## src/rtl/dungeon_player_ctrl.sv

```systemverilog
// -----------------------------------------------------------------------------
// dungeon_player_ctrl
//
// Moves the player around the dungeon grid in response to single-cycle button
// pulses. Each in-grid move request is checked against the map ROM before it
// is committed. Every move or bump is followed by a fixed cooldown, so held
// or bouncing buttons cannot step more than once per cooldown.
//
// Ports:
//   basys_clock  : system clock
//   reset        : asynchronous, active-high reset
//   up_sp        : move-up pulse (y-1)
//   down_sp      : move-down pulse (y+1)
//   left_sp      : move-left pulse (x-1)
//   right_sp     : move-right pulse (x+1)
//   centre_sp    : respawn pulse (back to START_X/START_Y, step count cleared)
//   query_valid  : one-cycle wall lookup strobe to the map ROM
//   query_x/y    : lookup coordinate; holds the last requested target
//   wall_hit     : map ROM answer, valid the cycle after query_valid
//   player_x/y   : current player position
//   moved        : one-cycle pulse when a move is committed
//   bump         : one-cycle pulse when a move is blocked (edge or wall)
//   step_count   : committed moves since reset/respawn, saturating at 0xFFFF
//   busy         : high whenever the controller is not idle
//
// Pulse priority when several arrive together: centre > up > down > left >
// right. Pulses that arrive while busy are dropped, never queued.
// -----------------------------------------------------------------------------
module dungeon_player_ctrl #(
  parameter int GRID_W   = 12,
  parameter int GRID_H   = 8,
  parameter int X_W      = 4,
  parameter int Y_W      = 3,
  parameter int START_X  = 0,
  parameter int START_Y  = 0,
  parameter int COOLDOWN = 5000000
) (
  input  logic           basys_clock,
  input  logic           reset,
  input  logic           up_sp,
  input  logic           down_sp,
  input  logic           left_sp,
  input  logic           right_sp,
  input  logic           centre_sp,
  output logic           query_valid,
  output logic [X_W-1:0] query_x,
  output logic [Y_W-1:0] query_y,
  input  logic           wall_hit,
  output logic [X_W-1:0] player_x,
  output logic [Y_W-1:0] player_y,
  output logic           moved,
  output logic           bump,
  output logic [15:0]    step_count,
  output logic           busy
);

  // Counter only needs to reach COOLDOWN-1.
  localparam int CNT_W = (COOLDOWN > 1) ? $clog2(COOLDOWN) : 1;

  localparam logic [CNT_W-1:0] CNT_LOAD = CNT_W'(COOLDOWN - 1);
  localparam logic [X_W-1:0]   X_MAX    = X_W'(GRID_W - 1);
  localparam logic [Y_W-1:0]   Y_MAX    = Y_W'(GRID_H - 1);
  localparam logic [X_W-1:0]   X_START  = X_W'(START_X);
  localparam logic [Y_W-1:0]   Y_START  = Y_W'(START_Y);
  localparam logic [15:0]      STEP_MAX = 16'hFFFF;

  typedef enum logic [1:0] {
    S_IDLE,
    S_QUERY,
    S_WAIT,
    S_COOLDOWN
  } state_t;

  state_t            state;
  logic [CNT_W-1:0]  cool_cnt;

  // Decoded direction request for the current cycle (only acted on in IDLE).
  logic              move_req;
  logic              off_grid;
  logic [X_W-1:0]    tgt_x;
  logic [Y_W-1:0]    tgt_y;

  // Priority decode of the direction pulses. Centre is handled ahead of this
  // in the state machine, so it implicitly outranks every direction.
  always_comb begin
    move_req = 1'b0;
    off_grid = 1'b0;
    tgt_x    = player_x;
    tgt_y    = player_y;
    if (up_sp) begin
      move_req = 1'b1;
      off_grid = (player_y == '0);
      tgt_y    = player_y - 1'b1;
    end else if (down_sp) begin
      move_req = 1'b1;
      off_grid = (player_y == Y_MAX);
      tgt_y    = player_y + 1'b1;
    end else if (left_sp) begin
      move_req = 1'b1;
      off_grid = (player_x == '0);
      tgt_x    = player_x - 1'b1;
    end else if (right_sp) begin
      move_req = 1'b1;
      off_grid = (player_x == X_MAX);
      tgt_x    = player_x + 1'b1;
    end
  end

  always_ff @(posedge basys_clock or posedge reset) begin
    if (reset) begin
      state       <= S_IDLE;
      cool_cnt    <= '0;
      player_x    <= X_START;
      player_y    <= Y_START;
      query_x     <= X_START;
      query_y     <= Y_START;
      query_valid <= 1'b0;
      moved       <= 1'b0;
      bump        <= 1'b0;
      busy        <= 1'b0;
      step_count  <= '0;
    end else begin
      // Strobes are single-cycle by default.
      query_valid <= 1'b0;
      moved       <= 1'b0;
      bump        <= 1'b0;

      case (state)
        S_IDLE: begin
          if (centre_sp) begin
            player_x   <= X_START;
            player_y   <= Y_START;
            step_count <= '0;
          end else if (move_req) begin
            busy <= 1'b1;
            if (off_grid) begin
              // Edge bump needs no lookup: go straight to cooldown.
              bump     <= 1'b1;
              cool_cnt <= CNT_LOAD;
              state    <= S_COOLDOWN;
            end else begin
              query_x     <= tgt_x;
              query_y     <= tgt_y;
              query_valid <= 1'b1;
              state       <= S_QUERY;
            end
          end
        end

        S_QUERY: begin
          state <= S_WAIT;
        end

        S_WAIT: begin
          // query_x/query_y still hold the target, so they double as the
          // committed position.
          if (wall_hit) begin
            bump <= 1'b1;
          end else begin
            moved    <= 1'b1;
            player_x <= query_x;
            player_y <= query_y;
            if (step_count != STEP_MAX) begin
              step_count <= step_count + 16'd1;
            end
          end
          cool_cnt <= CNT_LOAD;
          state    <= S_COOLDOWN;
        end

        S_COOLDOWN: begin
          if (cool_cnt == '0) begin
            busy  <= 1'b0;
            state <= S_IDLE;
          end else begin
            cool_cnt <= cool_cnt - 1'b1;
          end
        end

        default: begin
          busy  <= 1'b0;
          state <= S_IDLE;
        end
      endcase
    end
  end

endmodule
```

## config.mk

```make
export PLATFORM = sky130hd
export DESIGN_NAME = dungeon_player_ctrl
export DESIGN_NICKNAME = d
export VERILOG_FILES = /design/src/rtl/dungeon_player_ctrl.sv
export SDC_FILE = /design/constraint.sdc
export NUM_CORES = 1
export LEC_CHECK = 0
export BUFFER_PORTS_ARGS = -buffer_cell sky130_fd_sc_hd__buf_4
export CAP_MARGIN = 20
export CORE_UTILIZATION = 35
export CTS_BUF_LIST = sky130_fd_sc_hd__clkbuf_4 sky130_fd_sc_hd__clkbuf_8
export CTS_CLUSTER_DIAMETER = 200
export DETAILED_ROUTE_END_ITERATION = 10
export HOLD_SLACK_MARGIN = 0.15
export MAX_ROUTING_LAYER = met4
export SLEW_MARGIN = 0
export SYNTH_ARGS = -nofsm -noshare
export SYNTH_HDL_FRONTEND = slang
export SYNTH_SLANG_ARGS = --single-unit
```

## constraint.sdc

```tcl
create_clock -name basys_clock -period 3.17 [get_ports basys_clock]
set_input_delay 0 -clock basys_clock [delete_from_list [all_inputs] [get_ports basys_clock]]
set_output_delay 0 -clock basys_clock [all_outputs]
set_load 0.005 [all_outputs]
```

==> flow_metrics.py, run 1 <==
metrics = {
    "die": {
        "start_util_pct": 35.9,
        "io_pins": 42,
        "die_h_um": 102,
        "rows": 36,
        "dieArea_um2": 10300,
        "core-area_um2": 9680,
        "die-width_um": 102,
    },
    "final_layout": {
        "area_delta_synth_final_pct": 20.4,
        "num_antenna_cells": 0,
        "final_cells": 555,
        "fin_util_pct": 43.2,
        "drive_above_1_share_pct": 17.8,
        "layout.nets": 437,
    },
    "logic_synthesis": {
        "ys.flop_type": "dfrtp_1",
        "avgSynthCellArea_um2": 9.35,
        "syn_nets": 392,
        "yosysWarnings": 0,
        "synth_area_leaders": "dfrtp_1 42%, ha_1 4.3%, nor2_1 3.3%",
        "synth_top_area_cell": "dfrtp_1",
        "synth_cell_types": 61,
        "synth-seq-cells": 59,
        "netlist_instances": 372,
        "yosysSeqAreaShare_pct": 42.5,
        "synth_area_um2": 3480,
        "async_flop_share_pct": 100,
        "synthDominantCellAreaShare_pct": 42.5,
        "synth_edf_count": 0,
    },
    "clocking": {
        "ctsResizeCount": 0,
        "cts_root_buf": "clkbuf_8",
        "cts_tree": "built",
        "clockBufferDepth": 2,
        "post-cts-setup-buffer-count": 0,
        "clock_latency_ns": 0.34,
        "clkTransAtPathRegs_ns": 0.08,
        "htreeDepth": 3,
        "cts_buffers": 9,
        "clock-sinks": 59,
    },
    "placement": {
        "pre_cts_ws_ns": 0.559,
        "place.gp.congestion": 0.817,
        "dp_hpwl_um": 5740,
        "numPortBuffers": 41,
        "dp_cells": 533,
    },
    "critical_path": {
        "worstPathMaxFanout": 16,
        "crit_family": "simple AND/OR/NAND/NOR gates",
        "worst-setup-path-type": "reg -> reg",
        "reg2reg_slack_ns": 0.53,
        "crit_chain": "inv_1, ha_1, or3b_1, or4_4, nor3_4, nand2_1, a22o_1",
        "cp_num_buf_inv": 1,
        "end_kind": "register",
        "crit_path_max_incr_delay_ns": 0.58,
        "setup.worst_path.start_class": "register",
        "critPathRequiredTime_ns": 3.39,
        "worst_path_max_delay_cell": "or4_4",
        "critical_path_arrival_ns": 2.86,
    },
    "timing": {
        "min_period_over_period_pct": 83.2,
        "fmax_ghz": 0.379,
        "clock_skew_ns": 0.0125,
        "finalHoldViolations": 0,
        "finalWorstSetupSlack_ns": 0.533,
        "relSlewSlack_pct": 40.4,
        "tightestPinTransition_ns": 0.893,
        "slew_violations": 0,
        "setup_viol": 0,
        "rsz0062_at_grt": "no",
        "finalSetupTns_ns": 0,
        "layout_min_cycle_time_ns": 2.64,
    },
    "drt": {
        "drt_iter0_markers": 98,
        "first_pass_iters": 4,
        "wl_per_cell_um": 15.2,
        "viasPerCell": 5.49,
        "remaining_drc_errors": 0,
        "ant_nets": 0,
        "num_vias": 3049,
        "wirelength_um": 8460,
    },
    "power": {
        "vdd_drop_max_mv": 0.351,
        "power.density_nw_per_um2": 722,
        "power.leakage_nw": 1.72,
    },
    "flow_run": {
        "cap_violations": 0,
    },
    "min_path": {
        "hp-class": "in -> reg",
    },
    "global_route": {
        "overflow": 0,
        "grt_usage_pct": 18.3,
        "grt_max_degree": 43,
        "antenna_found_initial": 0,
        "grt_first_pass_wirelength_um": 14300,
        "grt_pass1_vias": 2874,
    },
    "outcome": {
        "status": "complete, no violations",
    },
}
[power breakdown]
part	total, W	switching [W]	leakage, nW	internal [W]
Sequential	0.00105	0.000150	0.727	0.000895
Combinational	0.00119	0.000691	0.876	0.000494
Clock	0.000792	0.000311	0.119	0.000482
[cells in the final DEF (no fill, tap or decap), types with 12 or more instances in the layout]
cell type  synthesis  routed
dfrtp_1           59      59
buf_4              0      45
nor2_1            31      31
nand2_1           26      26
o21ai_0           19      19
a21oi_1           18      18
inv_1             17      16
nor3_1            15      15
nor4_1            13      13
nand3_1           12      12
xnor2_1           12      12
ha_1              12      12
[synth_stat cells (2+ instances only)]
| master | count |
|---|---|
| a22oi_1 | 2 |
| and4_1 | 5 |
| o21a_1 | 2 |
| o41ai_1 | 6 |
| nand3_1 | 12 |
| o31ai_1 | 5 |
| and2_1 | 3 |
| nor4_1 | 13 |
| clkbuf_1 | 13 |
| or3b_1 | 2 |
| a31oi_1 | 3 |
| nand2_1 | 26 |
| or4b_1 | 2 |
| o21ai_1 | 2 |
| o211ai_1 | 5 |
| xnor2_1 | 12 |
| a211oi_1 | 2 |
| a21oi_1 | 18 |
| buf_6 | 2 |
| inv_1 | 17 |
| or4_4 | 2 |
| or3_1 | 6 |
| mux2_2 | 4 |
| nor4b_1 | 4 |
| and3_1 | 2 |
| o21ai_0 | 19 |
| mux2i_1 | 4 |
| dfrtp_1 | 59 |
| ha_1 | 12 |
| buf_2 | 2 |
| o211a_1 | 3 |
| or4_1 | 8 |
| a22o_1 | 9 |
| nand4_1 | 6 |
| nand2b_1 | 7 |
| nor2b_1 | 3 |
| nor3_1 | 15 |
| a41oi_1 | 2 |
| nor2_1 | 31 |
[worst register-to-register path: cells and delay by family, from the launching register on]
kind	cells	cell delay, ns
adder cells (fa/ha/maj)	1	0.20
AND/OR/NAND/NOR	4	1.68
flip-flops	1	0.37
AO/OA/AOI/OAI	1	0.19
buffers and inverters	1	0.10
[cells by family (layout without fill, tap and decap cells)]
group	after synthesis	in the layout	share of synthesized area, %
flip-flops	59	59	42.5
XOR/XNOR	12	12	3.02
multiplexers	8	8	2.45
AND/OR/NAND/NOR	156	156	25.4
adder cells (fa/ha/maj)	12	12	4.32
buffers and inverters	34	84	4.17
AO/OA/AOI/OAI	91	91	18.2
[metal layers]
layer	share of wire, %	track usage [%]	vias to the layer above
li1	-	-	1489
met1	47	24.0	1483
met2	48	28.6	66
met3	3.8	3.04	11
met4	1.0	6.02	0
met5	0	-	-
[cell type report]
| cell class | count | area (um2) |
|---|---|---|
| fillers | 956 | 5500 |
| multi-input cells | 279 | 1860 |
| flip-flops and latches | 59 | 1480 |
| repair buffers | 51 | 398 |
| well taps | 133 | 166 |
| clock buffers | 11 | 151 |
| clock inverters | 5 | 75.1 |
| inverters | 17 | 63.8 |
[through the flow]
stage	hold WS [ns]	power (W)	area [um2]
6_report	0.159	0.00302	4190
5_1_grt	0.194	0.00324	4190
3_3_place_gp	0.172	0.00222	3900
3_5_place_dp	0.179	0.00224	3900
2_1_floorplan	0.0730	0.00180	3480
4_1_cts	0.161	0.00305	4190
[timing repair]
item                                    4_1_cts  5_1_grt
hold buffers                                  6        0
endpoints found under the setup margin        0        0
hold endpoints to repair                     48        0
[worst paths after layout]
| check | startpoint | to | cells after the start |
|---|---|---|---|
| worst max-delay path | cool_cnt[0] | busy | 7 |
| min in group asynchronous | reset | step_count[3] | 3 |
| max in group asynchronous | reset | cool_cnt[0] | 4 |
| worst min register to register | query_x[1] | player_x[1] | 1 |
| worst max register to register | cool_cnt[0] | busy | 7 |
| worst min-delay path | right_sp | query_x[0] | 4 |
[registers in the layout, summed over array words and instances, names as in the netlist]
name and flops:
bump 1, busy 1, cool_cnt 23, moved 1, player_x 4, player_y 3, query_valid 1, query_x 4
query_y 3, state 2, step_count 16
(Power assumes the default switching activity.)
==> run 2, diff against run 1 <==
clock period = 2.5 ns   (was 3.17 ns; I/O delays follow)
==> run 2 against run 1 <==
  * Wire length decreased by 1.3%
  * Global-route usage down 0.14 points
  * Via count up 1.5%
  * Sequential cell count did not move
  * Sequential share of layout area shrank 0.93 points
  * Critical endpoint is now cool_cnt[18]
==> flow_metrics.py, run 2 (synthesis gave the netlist of run 1 again) <==
metrics = {
    "outcome": {
        "status": "complete, no violations",
    },
    "final_layout": {
        "layout_commonest_cell": "dfrtp_1",
        "fill_cells": 950,
        "seq_area_um2": 1480,
        "final_cells": 567,
        "layout.nets": 449,
        "largest_reg_flops": 23,
        "drive_above_1_share_pct": 20.5,
        "area_delta_synth_final_pct": 23.7,
        "num_antenna_cells": 0,
        "multi_input_comb_area_um2": 1880,
        "largestRegisters": "cool_cnt: 23 flops, step_count: 16 flops",
        "most-common-layout-cells": "59 x dfrtp_1, 55 x buf_4, 31 x nor2_1, 26 x nand2_1, 19 x o21ai_0",
        "regMostFlops": "cool_cnt",
    },
    "timing": {
        "setup_viol": 0,
        "layout_min_cycle_time_ns": 2.41,
        "fmax_ghz": 0.415,
        "relSlewSlack_pct": 41.9,
        "finalHoldViolations": 0,
        "min_period_over_period_pct": 96.3,
        "clock_skew_ns": 0.0105,
        "hold_ws_ns": 0.165,
        "finalSetupTns_ns": 0,
        "tightestPinTransition_ns": 0.863,
        "slew_violations": 0,
        "rsz0062_at_grt": "no",
    },
    "clocking": {
        "htreeDepth": 3,
        "cts_tree": "built",
        "cts_buffers": 9,
        "clockBufferDepth": 2,
        "cts_root_buf": "clkbuf_8",
        "clkTransAtPathRegs_ns": 0.07,
        "clock-sinks": 59,
        "clock_latency_ns": 0.34,
    },
    "global_route": {
        "antenna_found_initial": 0,
        "overflow": 0,
        "grt_max_degree": 33,
        "grt_usage_pct": 18.2,
        "grt_first_pass_wirelength_um": 14200,
        "grt_pass1_vias": 2952,
    },
    "critical_path": {
        "worstPathMaxFanout": 5,
        "end_kind": "register",
        "crit_start": "cool_cnt[0]",
        "setup.worst_path.start_class": "register",
        "critical_path_arrival_ns": 2.67,
        "r2r-start": "cool_cnt[0]",
        "worst-setup-path-type": "reg -> reg",
        "critPathRequiredTime_ns": 2.76,
    },
    "placement": {
        "dp_cells": 544,
        "dp_hpwl_um": 5960,
        "numPortBuffers": 41,
        "place.gp.congestion": 0.834,
    },
    "drt": {
        "ant_nets": 0,
        "num_vias": 3094,
        "first_pass_iters": 5,
        "drt_iter0_markers": 128,
        "wl_per_cell_um": 14.7,
        "viasPerCell": 5.46,
        "remaining_drc_errors": 0,
        "wirelength_um": 8350,
    },
    "power": {
        "power.leakage_nw": 1.78,
        "vdd_drop_max_mv": 0.452,
        "fin_total_pwr_w": 0.00385,
        "power.density_nw_per_um2": 896,
    },
    "die": {
        "dieArea_um2": 10300,
        "rows": 36,
        "start_util_pct": 35.9,
        "die-width_um": 102,
        "core-area_um2": 9680,
        "die_h_um": 102,
        "io_pins": 42,
    },
    "min_path": {
        "worstHoldStart": "left_sp",
        "hp-class": "in -> reg",
    },
    "flow_run": {
        "cap_violations": 0,
    },
}
[run 2: cell types whose count changed in the layout (fill, tap and decap cells not counted), sizes merged]
| cell | previous run | this run |
|---|---|---|
| buf | 45 | 56 |
| bufinv | 2 | 1 |
| clkbuf | 11 | 12 |
| clkinv | 3 | 2 |
| clkinvlp | 0 | 1 |
| dlygate4sd3 | 6 | 7 |
[run 2: per-layer routing]
| metal | GRT usage (%) | up-vias | wire length (um) | share of wire, % |
|---|---|---|---|---|
| li1 | - | 1513 | - | - |
| met1 | 22.8 | 1525 | 3930 | 47 |
| met2 | 28.7 | 51 | 3980 | 48 |
| met3 | 4.49 | 5 | 364 | 4.4 |
| met4 | 5.57 | 0 | 72 | 0.86 |
| met5 | - | - | 0 | 0 |
[run 2: cell type report]
class                           instances  share of cell area [%]
Clock buffer                           12                    3.84
Clock inverter                          4                    1.11
Inverter                               17                    1.48
Multi-Input combinational cell        279                    43.7
Sequential cell                        59                    34.3
Tap cell                              133                    3.87
Timing Repair Buffer                   63                    11.7
[run 2: repair_timing]
item / CTS / global route
buffers inserted: 0 / 0
hold buffers: 7 / 0
gates resized for setup: 0 / 4
setup endpoints to repair: 0 / 10
endpoints found under the hold margin: 38 / 0
[run 2: final timing paths]
kind / cells past startpoint / to / slack [ns]
setup / recovery: 7 / cool_cnt[18] / 0.09
hold / removal: 4 / query_x[0] / 0.17
setup reg to reg: 7 / cool_cnt[18] / 0.09
hold reg to reg: 1 / busy / 0.52
max in group asynchronous: 4 / cool_cnt[21] / 1.48
min in group asynchronous: 3 / step_count[3] / 0.34
[run 2: worst max-delay path: stages (launching register included)]
cell and delay (ns):
dfrtp_1 0.37, inv_1 0.09, ha_1 0.19, or3b_4 0.41, or4_1 0.60, a2111oi_4 0.37
a211oi_1 0.12, a41oi_1 0.18
[run 2: power breakdown]
group / switching, W / internal [W]
clock network: 0.000391 / 0.000538
registers: 0.000186 / 0.00114
logic: 0.000894 / 0.000708
total: 0.00147 / 0.00238
[run 2: through the flow]
| stage | area (um2) | worst slack [ns] | utilization [%] |
|---|---|---|---|
| 6_report | 4300 | 0.0919 | 44.4 |
| 5_1_grt | 4300 | 0.0120 | 44.4 |
| 3_5_place_dp | 4000 | 0.0842 | 41.3 |
| 2_1_floorplan | 3480 | 0.135 | - |
| 4_1_cts | 4280 | 0.0720 | 44.2 |
| 3_3_place_gp | 4000 | 0.135 | 41.3 |
